`src/rtl/ps2_host_tx.sv`:
```
// PS/2 host-to-device transmitter: inhibit the bus, request to send, shift one
// byte plus odd parity out on device clock falls, then check the device ACK.
module ps2_host_tx #(
   parameter int INHIBIT_CYCLES = 2500,
   parameter int SETUP_CYCLES   = 25,
   parameter int EDGE_TIMEOUT   = 375000,
   parameter int IDLE_TIMEOUT   = 50000
) (
   input  logic       clk25,
   input  logic       rst,
   input  logic       send,
   input  logic [7:0] din,
   input  logic       PS2C,
   input  logic       PS2D,
   output logic       ps2c_oe,
   output logic       ps2d_oe,
   output logic       busy,
   output logic       done,
   output logic       err
);
   localparam int MAX_A   = (INHIBIT_CYCLES > SETUP_CYCLES) ? INHIBIT_CYCLES : SETUP_CYCLES;
   localparam int MAX_B   = (EDGE_TIMEOUT > IDLE_TIMEOUT) ? EDGE_TIMEOUT : IDLE_TIMEOUT;
   localparam int CNT_MAX = (MAX_A > MAX_B) ? MAX_A : MAX_B;
   localparam int CW      = $clog2(CNT_MAX + 1);
   localparam logic [CW-1:0] INHIBIT_LAST = CW'(INHIBIT_CYCLES - 1);
   localparam logic [CW-1:0] SETUP_LAST   = CW'(SETUP_CYCLES - 1);
   localparam logic [CW-1:0] EDGE_LAST    = CW'(EDGE_TIMEOUT - 1);
   localparam logic [CW-1:0] IDLE_LAST    = CW'(IDLE_TIMEOUT - 1);

   typedef enum logic [2:0] {IDLE, INHIBIT, RTS, XFER, WAIT_IDLE} state_t;

   // Bit 0 is the clock line, bit 1 the data line.
   logic [1:0] line_raw;
   logic [1:0] line_filt;
   assign line_raw = {PS2D, PS2C};

   genvar gi;
   generate
      for (gi = 0; gi < 2; gi++) begin : g_filt
         logic [7:0] sr_reg;
         logic       filt_reg;
         always_ff @(posedge clk25) begin
            if (rst) begin
               sr_reg   <= 8'hFF;
               filt_reg <= 1'b1;
            end else begin
               sr_reg <= {line_raw[gi], sr_reg[7:1]};
               if (sr_reg == 8'hFF)
                  filt_reg <= 1'b1;
               else if (sr_reg == 8'h00)
                  filt_reg <= 1'b0;
            end
         end
         assign line_filt[gi] = filt_reg;
      end
   endgenerate

   logic clk_prev_reg, fall_reg;
   always_ff @(posedge clk25) begin
      if (rst) begin
         clk_prev_reg <= 1'b1;
         fall_reg     <= 1'b0;
      end else begin
         clk_prev_reg <= line_filt[0];
         fall_reg     <= clk_prev_reg & ~line_filt[0];
      end
   end

   state_t        state_reg, state_next;
   logic [CW-1:0] cnt_reg, cnt_next;
   logic [3:0]    idx_reg, idx_next;
   logic [7:0]    data_reg, data_next;
   logic          par_reg, par_next;
   logic          err_flag_reg, err_flag_next;
   logic          c_oe_reg, c_oe_next;
   logic          d_oe_reg, d_oe_next;
   logic          busy_reg, busy_next;
   logic          done_reg, done_next;
   logic          err_reg, err_next;

   always_ff @(posedge clk25) begin
      if (rst) begin
         state_reg    <= IDLE;
         cnt_reg      <= '0;
         idx_reg      <= '0;
         data_reg     <= '0;
         par_reg      <= 1'b0;
         err_flag_reg <= 1'b0;
         c_oe_reg     <= 1'b0;
         d_oe_reg     <= 1'b0;
         busy_reg     <= 1'b0;
         done_reg     <= 1'b0;
         err_reg      <= 1'b0;
      end else begin
         state_reg    <= state_next;
         cnt_reg      <= cnt_next;
         idx_reg      <= idx_next;
         data_reg     <= data_next;
         par_reg      <= par_next;
         err_flag_reg <= err_flag_next;
         c_oe_reg     <= c_oe_next;
         d_oe_reg     <= d_oe_next;
         busy_reg     <= busy_next;
         done_reg     <= done_next;
         err_reg      <= err_next;
      end
   end

   always_comb begin
      state_next    = state_reg;
      cnt_next      = cnt_reg;
      idx_next      = idx_reg;
      data_next     = data_reg;
      par_next      = par_reg;
      err_flag_next = err_flag_reg;
      c_oe_next     = c_oe_reg;
      d_oe_next     = d_oe_reg;
      busy_next     = busy_reg;
      done_next     = 1'b0;
      err_next      = 1'b0;
      case (state_reg)
         IDLE: begin
            // busy_reg is still high on the done/err cycle, so a request then is ignored
            c_oe_next = 1'b0;
            d_oe_next = 1'b0;
            busy_next = 1'b0;
            cnt_next  = '0;
            if (send && !busy_reg) begin
               data_next     = din;
               par_next      = ~^din;
               err_flag_next = 1'b0;
               busy_next     = 1'b1;
               c_oe_next     = 1'b1;
               state_next    = INHIBIT;
            end
         end
         INHIBIT: begin
            if (cnt_reg == INHIBIT_LAST) begin
               cnt_next   = '0;
               d_oe_next  = 1'b1;
               state_next = RTS;
            end else begin
               cnt_next = cnt_reg + 1'b1;
            end
         end
         RTS: begin
            if (cnt_reg == SETUP_LAST) begin
               cnt_next   = '0;
               idx_next   = '0;
               c_oe_next  = 1'b0;
               state_next = XFER;
            end else begin
               cnt_next = cnt_reg + 1'b1;
            end
         end
         XFER: begin
            if (fall_reg) begin
               cnt_next = '0;
               idx_next = idx_reg + 4'd1;
               if (idx_reg < 4'd8)
                  d_oe_next = ~data_reg[idx_reg[2:0]];
               else if (idx_reg == 4'd8)
                  d_oe_next = ~par_reg;
               else if (idx_reg == 4'd9)
                  d_oe_next = 1'b0;
               else begin
                  err_flag_next = line_filt[1];
                  state_next    = WAIT_IDLE;
               end
            end else if (cnt_reg == EDGE_LAST) begin
               c_oe_next  = 1'b0;
               d_oe_next  = 1'b0;
               err_next   = 1'b1;
               state_next = IDLE;
            end else begin
               cnt_next = cnt_reg + 1'b1;
            end
         end
         WAIT_IDLE: begin
            c_oe_next = 1'b0;
            d_oe_next = 1'b0;
            if (line_filt == 2'b11) begin
               done_next  = ~err_flag_reg;
               err_next   = err_flag_reg;
               state_next = IDLE;
            end else if (cnt_reg == IDLE_LAST) begin
               err_next   = 1'b1;
               state_next = IDLE;
            end else begin
               cnt_next = cnt_reg + 1'b1;
            end
         end
         default: state_next = IDLE;
      endcase
   end

   assign ps2c_oe = c_oe_reg;
   assign ps2d_oe = d_oe_reg;
   assign busy    = busy_reg;
   assign done    = done_reg;
   assign err     = err_reg;
endmodule

```
`config.mk`:
```
export PLATFORM = sky130hd
export DESIGN_NAME = ps2_host_tx
export DESIGN_NICKNAME = d
export VERILOG_FILES = /design/src/rtl/ps2_host_tx.sv
export SDC_FILE = /design/constraint.sdc
export NUM_CORES = 1
export LEC_CHECK = 0
export BUFFER_PORTS_ARGS = -buffer_cell sky130_fd_sc_hd__buf_2
export CAP_MARGIN = 20
export CORE_UTILIZATION = 35
export DETAILED_ROUTE_END_ITERATION = 7
export GPL_ROUTABILITY_DRIVEN = 0
export PLACE_DENSITY = 0.6
export REMOVE_ABC_BUFFERS = 1
export SLEW_MARGIN = 20
export SYNTH_ARGS = -nofsm -noshare
export SYNTH_HDL_FRONTEND = slang
export SYNTH_SLANG_ARGS = --single-unit
```
`constraint.sdc`:
```
create_clock -name clk25 -period 2.13 [get_ports clk25]
set_input_delay 0.639 -clock clk25 [delete_from_list [all_inputs] [get_ports clk25]]
set_output_delay 0.639 -clock clk25 [all_outputs]
set_load 0.005 [all_outputs]
```
==> results of run 1 <==
==> critical path, stage by stage (launching register included) <==
cell	delay [ns]
dfxtp_2	0.36
ha_4	0.13
or4b_4	0.45
or2_4	0.26
o31ai_4	0.23
a41oi_4	0.15
buf_12	0.17
buf_12	0.14
a31oi_4	0.16
a21oi_1	0.05
==> stage by stage <==
| step | hold slack [ns] | cells | setup TNS [ns] |
|---|---|---|---|
| final | 0.4130 | 505 | -1.202 |
| after global routing | 0.4418 | 505 | -3.412 |
| after CTS | 0.4151 | 499 | -0.08050 |
| after detailed placement | 0.4013 | 483 | -0.3800 |
| after global placement | 0.4016 | 483 | 0 |
| after floorplan | 0.3932 | 330 | -3.719 |
==> cell usage in the layout (no fill, tap or decap), drive strengths merged, types with 2 or more instances in the layout <==
cell type / synthesis / layout
a211oi: 2 / 2
a21oi: 14 / 14
a22oi: 4 / 4
a31oi: 6 / 6
a32oi: 2 / 2
a41oi: 2 / 2
and2: 6 / 6
and3: 4 / 4
and4: 3 / 3
buf: 4 / 52
bufinv: 0 / 2
clkbuf: 14 / 11
clkinv: 0 / 2
dfxtp: 61 / 61
ha: 5 / 5
inv: 13 / 14
mux2i: 14 / 14
mux4: 2 / 2
nand2: 30 / 31
nand2b: 2 / 2
nand3: 27 / 27
nand3b: 2 / 2
nand4: 10 / 10
nor2: 26 / 26
nor2b: 3 / 3
nor3: 4 / 4
nor4: 7 / 7
nor4bb: 2 / 2
o211ai: 7 / 7
o21ai: 12 / 12
o21bai: 2 / 2
o311ai: 2 / 2
o31ai: 5 / 5
or2: 21 / 21
or3: 4 / 4
or4: 4 / 4
xnor2: 7 / 7
xor2: 2 / 2
==> logic make-up (layout without fill, tap and decap cells) <==
logic type | Yosys count | after routing | share of synthesized area
XOR/XNOR | 9 | 9 | 0.02582
multiplexers | 16 | 16 | 0.06065
AND/OR/NAND/NOR | 161 | 162 | 0.2881
AO/OA/AOI/OAI | 65 | 65 | 0.1582
adder cells (fa/ha/maj) | 5 | 5 | 0.02049
buffers and inverters | 31 | 82 | 0.04672
flip-flops | 61 | 61 | 0.4000
==> layout make-up <==
cell class                 instances  share of cell area
clock buffer                      10             0.03293
clock inverter                     6             0.02228
inverter                          13             0.01259
multi-input combinational        257              0.4734
sequential                        61              0.3161
tap                              105             0.03390
timing repair buffer              53              0.1088
==> routing by layer <==
layer / up-vias / part of all wire
li1: 1359 / -
met1: 1278 / 0.46
met2: 40 / 0.47
met3: 21 / 0.031
met4: 0 / 0.031
met5: - / 0
==> power breakdown <==
group	switching [uW]	internal, uW
clock	465	659
combinational	613	604
sequential	77.5	1240
==> worst max path at each step <==
| stage | startpoint | endpoint | slack, ns | cells after the start |
|---|---|---|---|---|
| 6_report | cnt_reg[0] | cnt_reg[4] | -0.10 | 9 |
| 4_1_cts | cnt_reg[1] | cnt_reg[10] | -0.03 | 8 |
| 3_5_place_dp | cnt_reg[0] | cnt_reg[9] | -0.05 | 8 |
| 2_1_floorplan | cnt_reg[0] | cnt_reg[8] | -0.25 | 7 |
| 5_1_grt | cnt_reg[0] | cnt_reg[11] | -0.19 | 9 |
| 3_3_place_gp | cnt_reg[0] | cnt_reg[6] | 0.01 | 8 |
==> timing repair <==
item	4_1_cts	5_1_grt
cloned	0	2
resized for setup	6	31
pin swaps	0	12
setup endpoints to repair	15	24
buffers inserted	0	5
==> impl_metrics.json, run 1 <==
{
  "status": "finished, violations left",
  "violations": "negative setup slack",
  "diodes": 0,
  "worst_slew_pin_slew_ns": 0.6604,
  "crit_arrival_ns": 2.45,
  "ys_seq_elements": 61,
  "rsz0062_at_grt": "yes",
  "finalCriticalPeriod_ns": 2.232,
  "grt_util_met3": 0.05183,
  "clockBufferDepth": 2,
  "largest_reg_flops": 19,
  "hp-start": "clk_prev_reg",
  "dp_slack_ns": -0.04724,
  "die-area_um2": 9100,
  "drv_slew": 0,
  "ir_drop_mv": 0.5381,
  "cts_made_buffers": 9,
  "r2r-end": "cnt_reg[4]",
  "synth_edf_count": 0,
  "antenna_found_initial": 0,
  "avgRoutedWirePerCell_um": 15.02,
  "p_leak_uw": 0.001433,
  "required_ns": 2.34,
  "syn2layout_area_growth_pct": 26.93,
  "rows": 33,
  "grt_pass1_vias": 2619,
  "setup_viol": 19,
  "regToRegSetupSlack_ns": -0.10,
  "initial_core_util": 0.3660,
  "overflow": 0,
  "netlist_instances": 348,
  "synth_top_cell_by_area": "dfxtp_1",
  "fillers": 810,
  "async_flop_share": 0,
  "die_y_um": 95.40,
  "htree_levels": 3,
  "cp-start-kind": "register",
  "viasPerCell": 5.343,
  "r2r_cells": 9,
  "yosysSeqAreaShare": 0.4000,
  "ff_latch_area_um2": 1225,
  "synthTopCellsByCount": "dfxtp_1, nand2_1, nand3_1",
  "drv_cap": 0,
  "post-route-period-util": 1.048,
  "slew_headroom": 0.5556,
  "layout-drive-gt1-share": 0.2975,
  "synth_most_common_cell": "dfxtp_1",
  "worstPathMaxFanout": 12,
  "route.detailed.drc": 0,
  "multi_input_area_um2": 1834,
  "hpwl_um": 5302,
  "grt_max_degree": 21,
  "dieWidth_um": 95.40,
  "ys_types": 59,
  "totalPowerFinal_uw": 3660,
  "postCtsHoldBufs": 0,
  "grt_util_all_layers": 0.1751,
  "dpl-instance-area_um2": 3421,
  "grt_util_met1": 0.2111,
  "layout_setup_ws_ns": -0.1019,
  "finalHoldViolCount": 0,
  "skew_ns": 0.007367,
  "p_per_area_nw_per_um2": 944.5,
  "yosysWarnings": 0,
  "vias": 2698,
  "synthDominantCellAreaShare": 0.4000,
  "fin_util": 0.4646,
  "clock_sinks": 61,
  "numPortBuffers": 17,
  "hold_end": "fall_reg",
  "grt_first_pass_wirelength_um": 12160,
  "synth_ff_type": "dfxtp_1",
  "dr.first_iter.drc_count": 70,
  "nets": 413,
  "syn_area_per_cell_um2": 8.773,
  "end_kind": "register",
  "met2_usage": 0.2875,
  "stdcell_area_um2": 3875,
  "synth_area_leaders": "dfxtp_1, mux2i_1, nand3_1",
  "holdPathStages": 2,
  "syn_area_um2": 3053,
  "io_pins": 18,
  "ctsRootBufferMaster": "clkbuf_8",
  "crit_type": "register to register",
  "tritoncts": "done",
  "drtPass1Iterations": 7,
  "wirelength_um": 7585,
  "r2r-start": "cnt_reg[0]",
  "gr-max-usage-layer": "met2",
  "hp-class": "register to register",
  "max_freq_ghz": 0.4481,
  "path_clk_slew_ns": 0.07,
  "clk_latency_ns": 0.34,
  "ant_nets": 0,
  "coreArea_um2": 8341
}
(Power assumes the default switching activity.)
==> inputs of run 2 (changes only) <==
PLACE_DENSITY = 0.58   (was 0.6)
clock period = 2.2 ns   (was 2.13 ns; I/O delays follow)
==> impl_metrics.json, run 2 (synthesis results as in run 1) <==
{
  "status": "completed",
  "fillers": 825,
  "largest_reg_flops": 19,
  "clock_sinks": 61,
  "required_ns": 2.47,
  "regToRegSetupSlack_ns": 0.0006,
  "multi_input_area_um2": 1750,
  "layout-drive-gt1-share": 0.2739,
  "finalHoldViolCount": 0,
  "ff_latch_area_um2": 1224,
  "fin_util": 0.4481,
  "coreArea_um2": 8341,
  "skew_ns": 0.01249,
  "overflow": 0,
  "rsz0062_at_grt": "yes",
  "hold_end": "fall_reg",
  "worstPathMaxFanout": 8,
  "setup_viol": 0,
  "wl_met1_um": 3415,
  "wl_met2_um": 3414,
  "final_common_cell": "dfxtp_1",
  "postCtsHoldBufs": 0,
  "top_layer": "met4",
  "grt_max_degree": 25,
  "initial_core_util": 0.3660,
  "rows": 33,
  "io_pins": 18,
  "diodes": 0,
  "drtPass1Iterations": 4,
  "switching_share": 0.3159,
  "r2r-start": "cnt_reg[0]",
  "p_per_area_nw_per_um2": 886.7,
  "r2r-end": "cnt_reg[2]",
  "avgRoutedWirePerCell_um": 14.39,
  "htree_levels": 3,
  "p_int_uw": 2267,
  "die-area_um2": 9100,
  "crit_type": "register to register",
  "worst_slew_pin_slew_ns": 0.4941,
  "ir_drop_mv": 0.3857,
  "end_kind": "register",
  "crit_arrival_ns": 2.47,
  "hpwl_um": 5230,
  "dieWidth_um": 95.40,
  "vias": 2667,
  "tritoncts": "done",
  "wl_met3_um": 272,
  "finalHoldWorstSlack_ns": 0.4114,
  "clk_latency_ns": 0.35,
  "r2r_cells": 10,
  "hp-start": "clk_prev_reg",
  "p_leak_uw": 0.001408,
  "holdPathStages": 2,
  "antenna_found_initial": 0,
  "nets": 412,
  "switching_power_uw": 1047,
  "cp-start-kind": "register",
  "finalCriticalPeriod_ns": 2.199,
  "route.detailed.drc": 0,
  "syn2layout_area_growth_pct": 22.42,
  "grt_util_all_layers": 0.1771,
  "cts_made_buffers": 9,
  "numPortBuffers": 17,
  "grt_pass1_vias": 2534,
  "grt_first_pass_wirelength_um": 12210,
  "layout_common_cells": "dfxtp_1, buf_4, nand2_1",
  "pwr-share-seq": 0.390,
  "slew_headroom": 0.6675,
  "comb_power_share": 0.296,
  "drv_cap": 0,
  "post-route-period-util": 0.9997,
  "ant_nets": 0,
  "hp-class": "register to register",
  "wirelength_um": 7238,
  "ctsRootBufferMaster": "clkbuf_8",
  "dr.first_iter.drc_count": 80,
  "clockBufferDepth": 2,
  "path_clk_slew_ns": 0.06,
  "drv_slew": 0,
  "max_freq_ghz": 0.4547,
  "die_y_um": 95.40,
  "viasPerCell": 5.302,
  "clockPowerShare": 0.314
}
## run 2: metal layers
metal / GRT usage / vias up
li1: - / 1356
met1: 0.2213 / 1260
met2: 0.2839 / 40
met3: 0.06140 / 11
met4: 0.05846 / 0
met5: 0 / -
## run 2: layout make-up
cell class / count / area share
multi-input cells: 256 / 0.4684
flip-flops and latches: 61 / 0.3274
repair buffers: 53 / 0.1001
clock buffers: 12 / 0.04419
well taps: 105 / 0.03515
inverters: 13 / 0.01306
clock inverters: 3 / 0.01172
## run 2: worst max-delay path by stage
stage | cells past startpoint | endpoint | from
2_1_floorplan | 7 | cnt_reg[8] | cnt_reg[0]
3_3_place_gp | 8 | cnt_reg[4] | cnt_reg[0]
3_5_place_dp | 8 | cnt_reg[14] | cnt_reg[0]
4_1_cts | 10 | cnt_reg[2] | cnt_reg[0]
5_1_grt | 8 | cnt_reg[10] | cnt_reg[0]
6_report | 10 | cnt_reg[2] | cnt_reg[0]
## run 2: worst max-delay path: stages (launching register included)
cell	delay [ns]
dfxtp_2	0.35
buf_4	0.13
inv_1	0.04
ha_1	0.20
nor4bb_2	0.17
and4_2	0.25
a21o_1	0.22
a41oi_4	0.28
buf_2	0.27
nand3_1	0.09
mux2i_1	0.12
## run 2: repair_timing
action                     in CTS  in global routing
gates resized for setup        12                  8
cloned                          2                  0
pin swaps                       4                  3
setup buffers                   2                  1
setup endpoints to repair      16                 21
## run 2: stage by stage
stage	area [um2]	setup TNS [ns]	power [uW]	instances	setup slack [ns]
6_report	3737	0	3314	503	0.0005553
5_1_grt	3737	-1.503	3502	503	-0.1078
4_1_cts	3706	-0.07429	3319	502	-0.02026
3_5_place_dp	3421	-0.4416	2200	483	-0.05844
3_3_place_gp	3421	0	2180	483	0.03279
2_1_floorplan	2959	-2.389	1873	330	-0.1828
## run 2: power groups by stage
stage	logic [uW]	clock network (uW)	registers (uW)
2_1_floorplan	583	0	1290
4_1_cts	963	1060	1290
6_report	980	1040	1290
3_5_place_dp	891	0	1310
3_3_place_gp	877	0	1300
5_1_grt	1070	1130	1310
==> inputs of run 3 (changes only) <==
CORE_UTILIZATION = 50   (was 35)
PLACE_DENSITY = 0.75   (was 0.58)
==> impl_metrics.json, run 3 (synthesis results as in run 1) <==
{
  "largest_reg_flops": 19,
  "fillers": 490,
  "slew_headroom": 0.6807,
  "antenna_found_initial": 0,
  "ctsRootBufferMaster": "clkbuf_8",
  "layout_setup_ws_ns": 0.006023,
  "crit_arrival_ns": 2.42,
  "ant_nets": 0,
  "setup_viol": 0,
  "worst_slew_pin_slew_ns": 0.4752,
  "end_kind": "register",
  "multi_input_area_um2": 1772,
  "grt_first_pass_wirelength_um": 11290,
  "ir_drop_mv": 0.6996,
  "layout-drive-gt1-share": 0.2679,
  "diodes": 0,
  "worstPathMaxFanout": 16,
  "max_freq_ghz": 0.4558,
  "drtPass1Iterations": 4,
  "clock_sinks": 61,
  "coreArea_um2": 5921,
  "finalHoldViolCount": 0,
  "vias": 2694,
  "overflow": 0,
  "numPortBuffers": 17,
  "layout_common_cells": "dfxtp_1, nand2_1, nor2_1, nand3_1, buf_4",
  "cp-start-kind": "register",
  "dieWidth_um": 80.14,
  "drv_slew": 0,
  "p_leak_uw": 0.001383,
  "ff_latch_area_um2": 1222,
  "clockBufferDepth": 2,
  "initial_core_util": 0.5156,
  "grt_max_degree": 28,
  "io_pins": 18,
  "avgRoutedWirePerCell_um": 15.10,
  "post-route-period-util": 0.9973,
  "viasPerCell": 5.769,
  "fin_cells": 467,
  "hp-class": "register to register",
  "grt_util_all_layers": 0.2327,
  "dp_slack_ns": 0.03256,
  "cpPeakStageDelay_ns": 0.32,
  "die-area_um2": 6422,
  "finalCriticalPeriod_ns": 2.194,
  "path_clk_slew_ns": 0.07,
  "crit_top_cell": "buf_4",
  "dr.first_iter.drc_count": 286,
  "die_y_um": 80.14,
  "p_per_area_nw_per_um2": 926.7,
  "crit_slowest_cell": "dfxtp_2",
  "path_cells": "ha_1 -> buf_4 -> and3_1 -> and4_1 -> a32oi_1 -> buf_4 -> a21oi_2 -> buf_12 -> a22oi_2 -> o31ai_1",
  "rsz0062_at_grt": "yes",
  "fin_tns_setup_ns": 0,
  "tritoncts": "done",
  "required_ns": 2.43,
  "wirelength_um": 7050,
  "clk_latency_ns": 0.35,
  "hpwl_um": 4768,
  "skew_ns": 0.007799,
  "nets": 405,
  "crit_type": "register to register",
  "dp_cells": 448,
  "syn2layout_area_growth_pct": 20.94,
  "drv_cap": 0,
  "status": "completed",
  "totalPowerFinal_uw": 3422,
  "htree_levels": 3,
  "final_common_cell": "dfxtp_1",
  "grt_pass1_vias": 2392,
  "fin_util": 0.6236,
  "rows": 28,
  "route.detailed.drc": 0,
  "cts_made_buffers": 9
}
==> run 3: cell types whose count changed in the layout (fill, tap and decap cells not counted), sizes merged <==
| cell | change |
|---|---|
| buf | -7 |
| clkinvlp | +1 |
| bufinv | +1 |
| clkinv | +1 |
| clkbuf | -2 |
==> run 3: cell type report <==
cell class,instances,share of cell area
well taps,75,0.02542
multi-input cells,256,0.4798
clock inverters,6,0.02338
repair buffers,46,0.08980
flip-flops and latches,61,0.3311
inverters,13,0.01322
clock buffers,10,0.03728
==> run 3: final timing paths <==
check,from,endpoint,slack (ns),cells past startpoint
setup / recovery,cnt_reg[0],cnt_reg[14],0.006,10
setup reg to reg,cnt_reg[0],cnt_reg[14],0.006,10
hold reg to reg,clk_prev_reg,fall_reg,0.45,2
hold / removal,clk_prev_reg,fall_reg,0.45,2
==> run 3: per-layer routing <==
layer	GRT usage	vias up	routed length (um)
li1	-	1347	-
met1	0.3019	1280	3280
met2	0.3598	58	3382
met3	0.07614	9	316
met4	0.08214	0	70
met5	0	-	0
==> run 3: per-stage QoR <==
step / hold slack [ns] / area (um2)
floorplan: 0.3932 / 2959
global placement: 0.4060 / 3358
detailed placement: 0.4092 / 3358
CTS: 0.4502 / 3582
global route: 0.4611 / 3692
finish: 0.4467 / 3692
==> run 3: where the power goes <==
part / internal (uW) / leakage [uW] / switching [uW]
registers: 1200 / 0.000496 / 78.5
clock network: 666 / 0.000112 / 467
logic: 464 / 0.000775 / 546
==> run 3: critical path: cells and delay by family (launching register included) <==
kind | cells | cell delay, ns
buf+inv | 3 | 0.49
simple gates | 2 | 0.43
compound gates | 4 | 0.63
fa+ha+maj | 1 | 0.19
flops | 1 | 0.32
==> run 3: timing repair <==
| item | CTS | global route |
|---|---|---|
| hold buffers | 0 | 0 |
| endpoints found under the setup margin | 0 | 24 |
| buffers inserted | 0 | 3 |
| gates resized for setup | 0 | 19 |
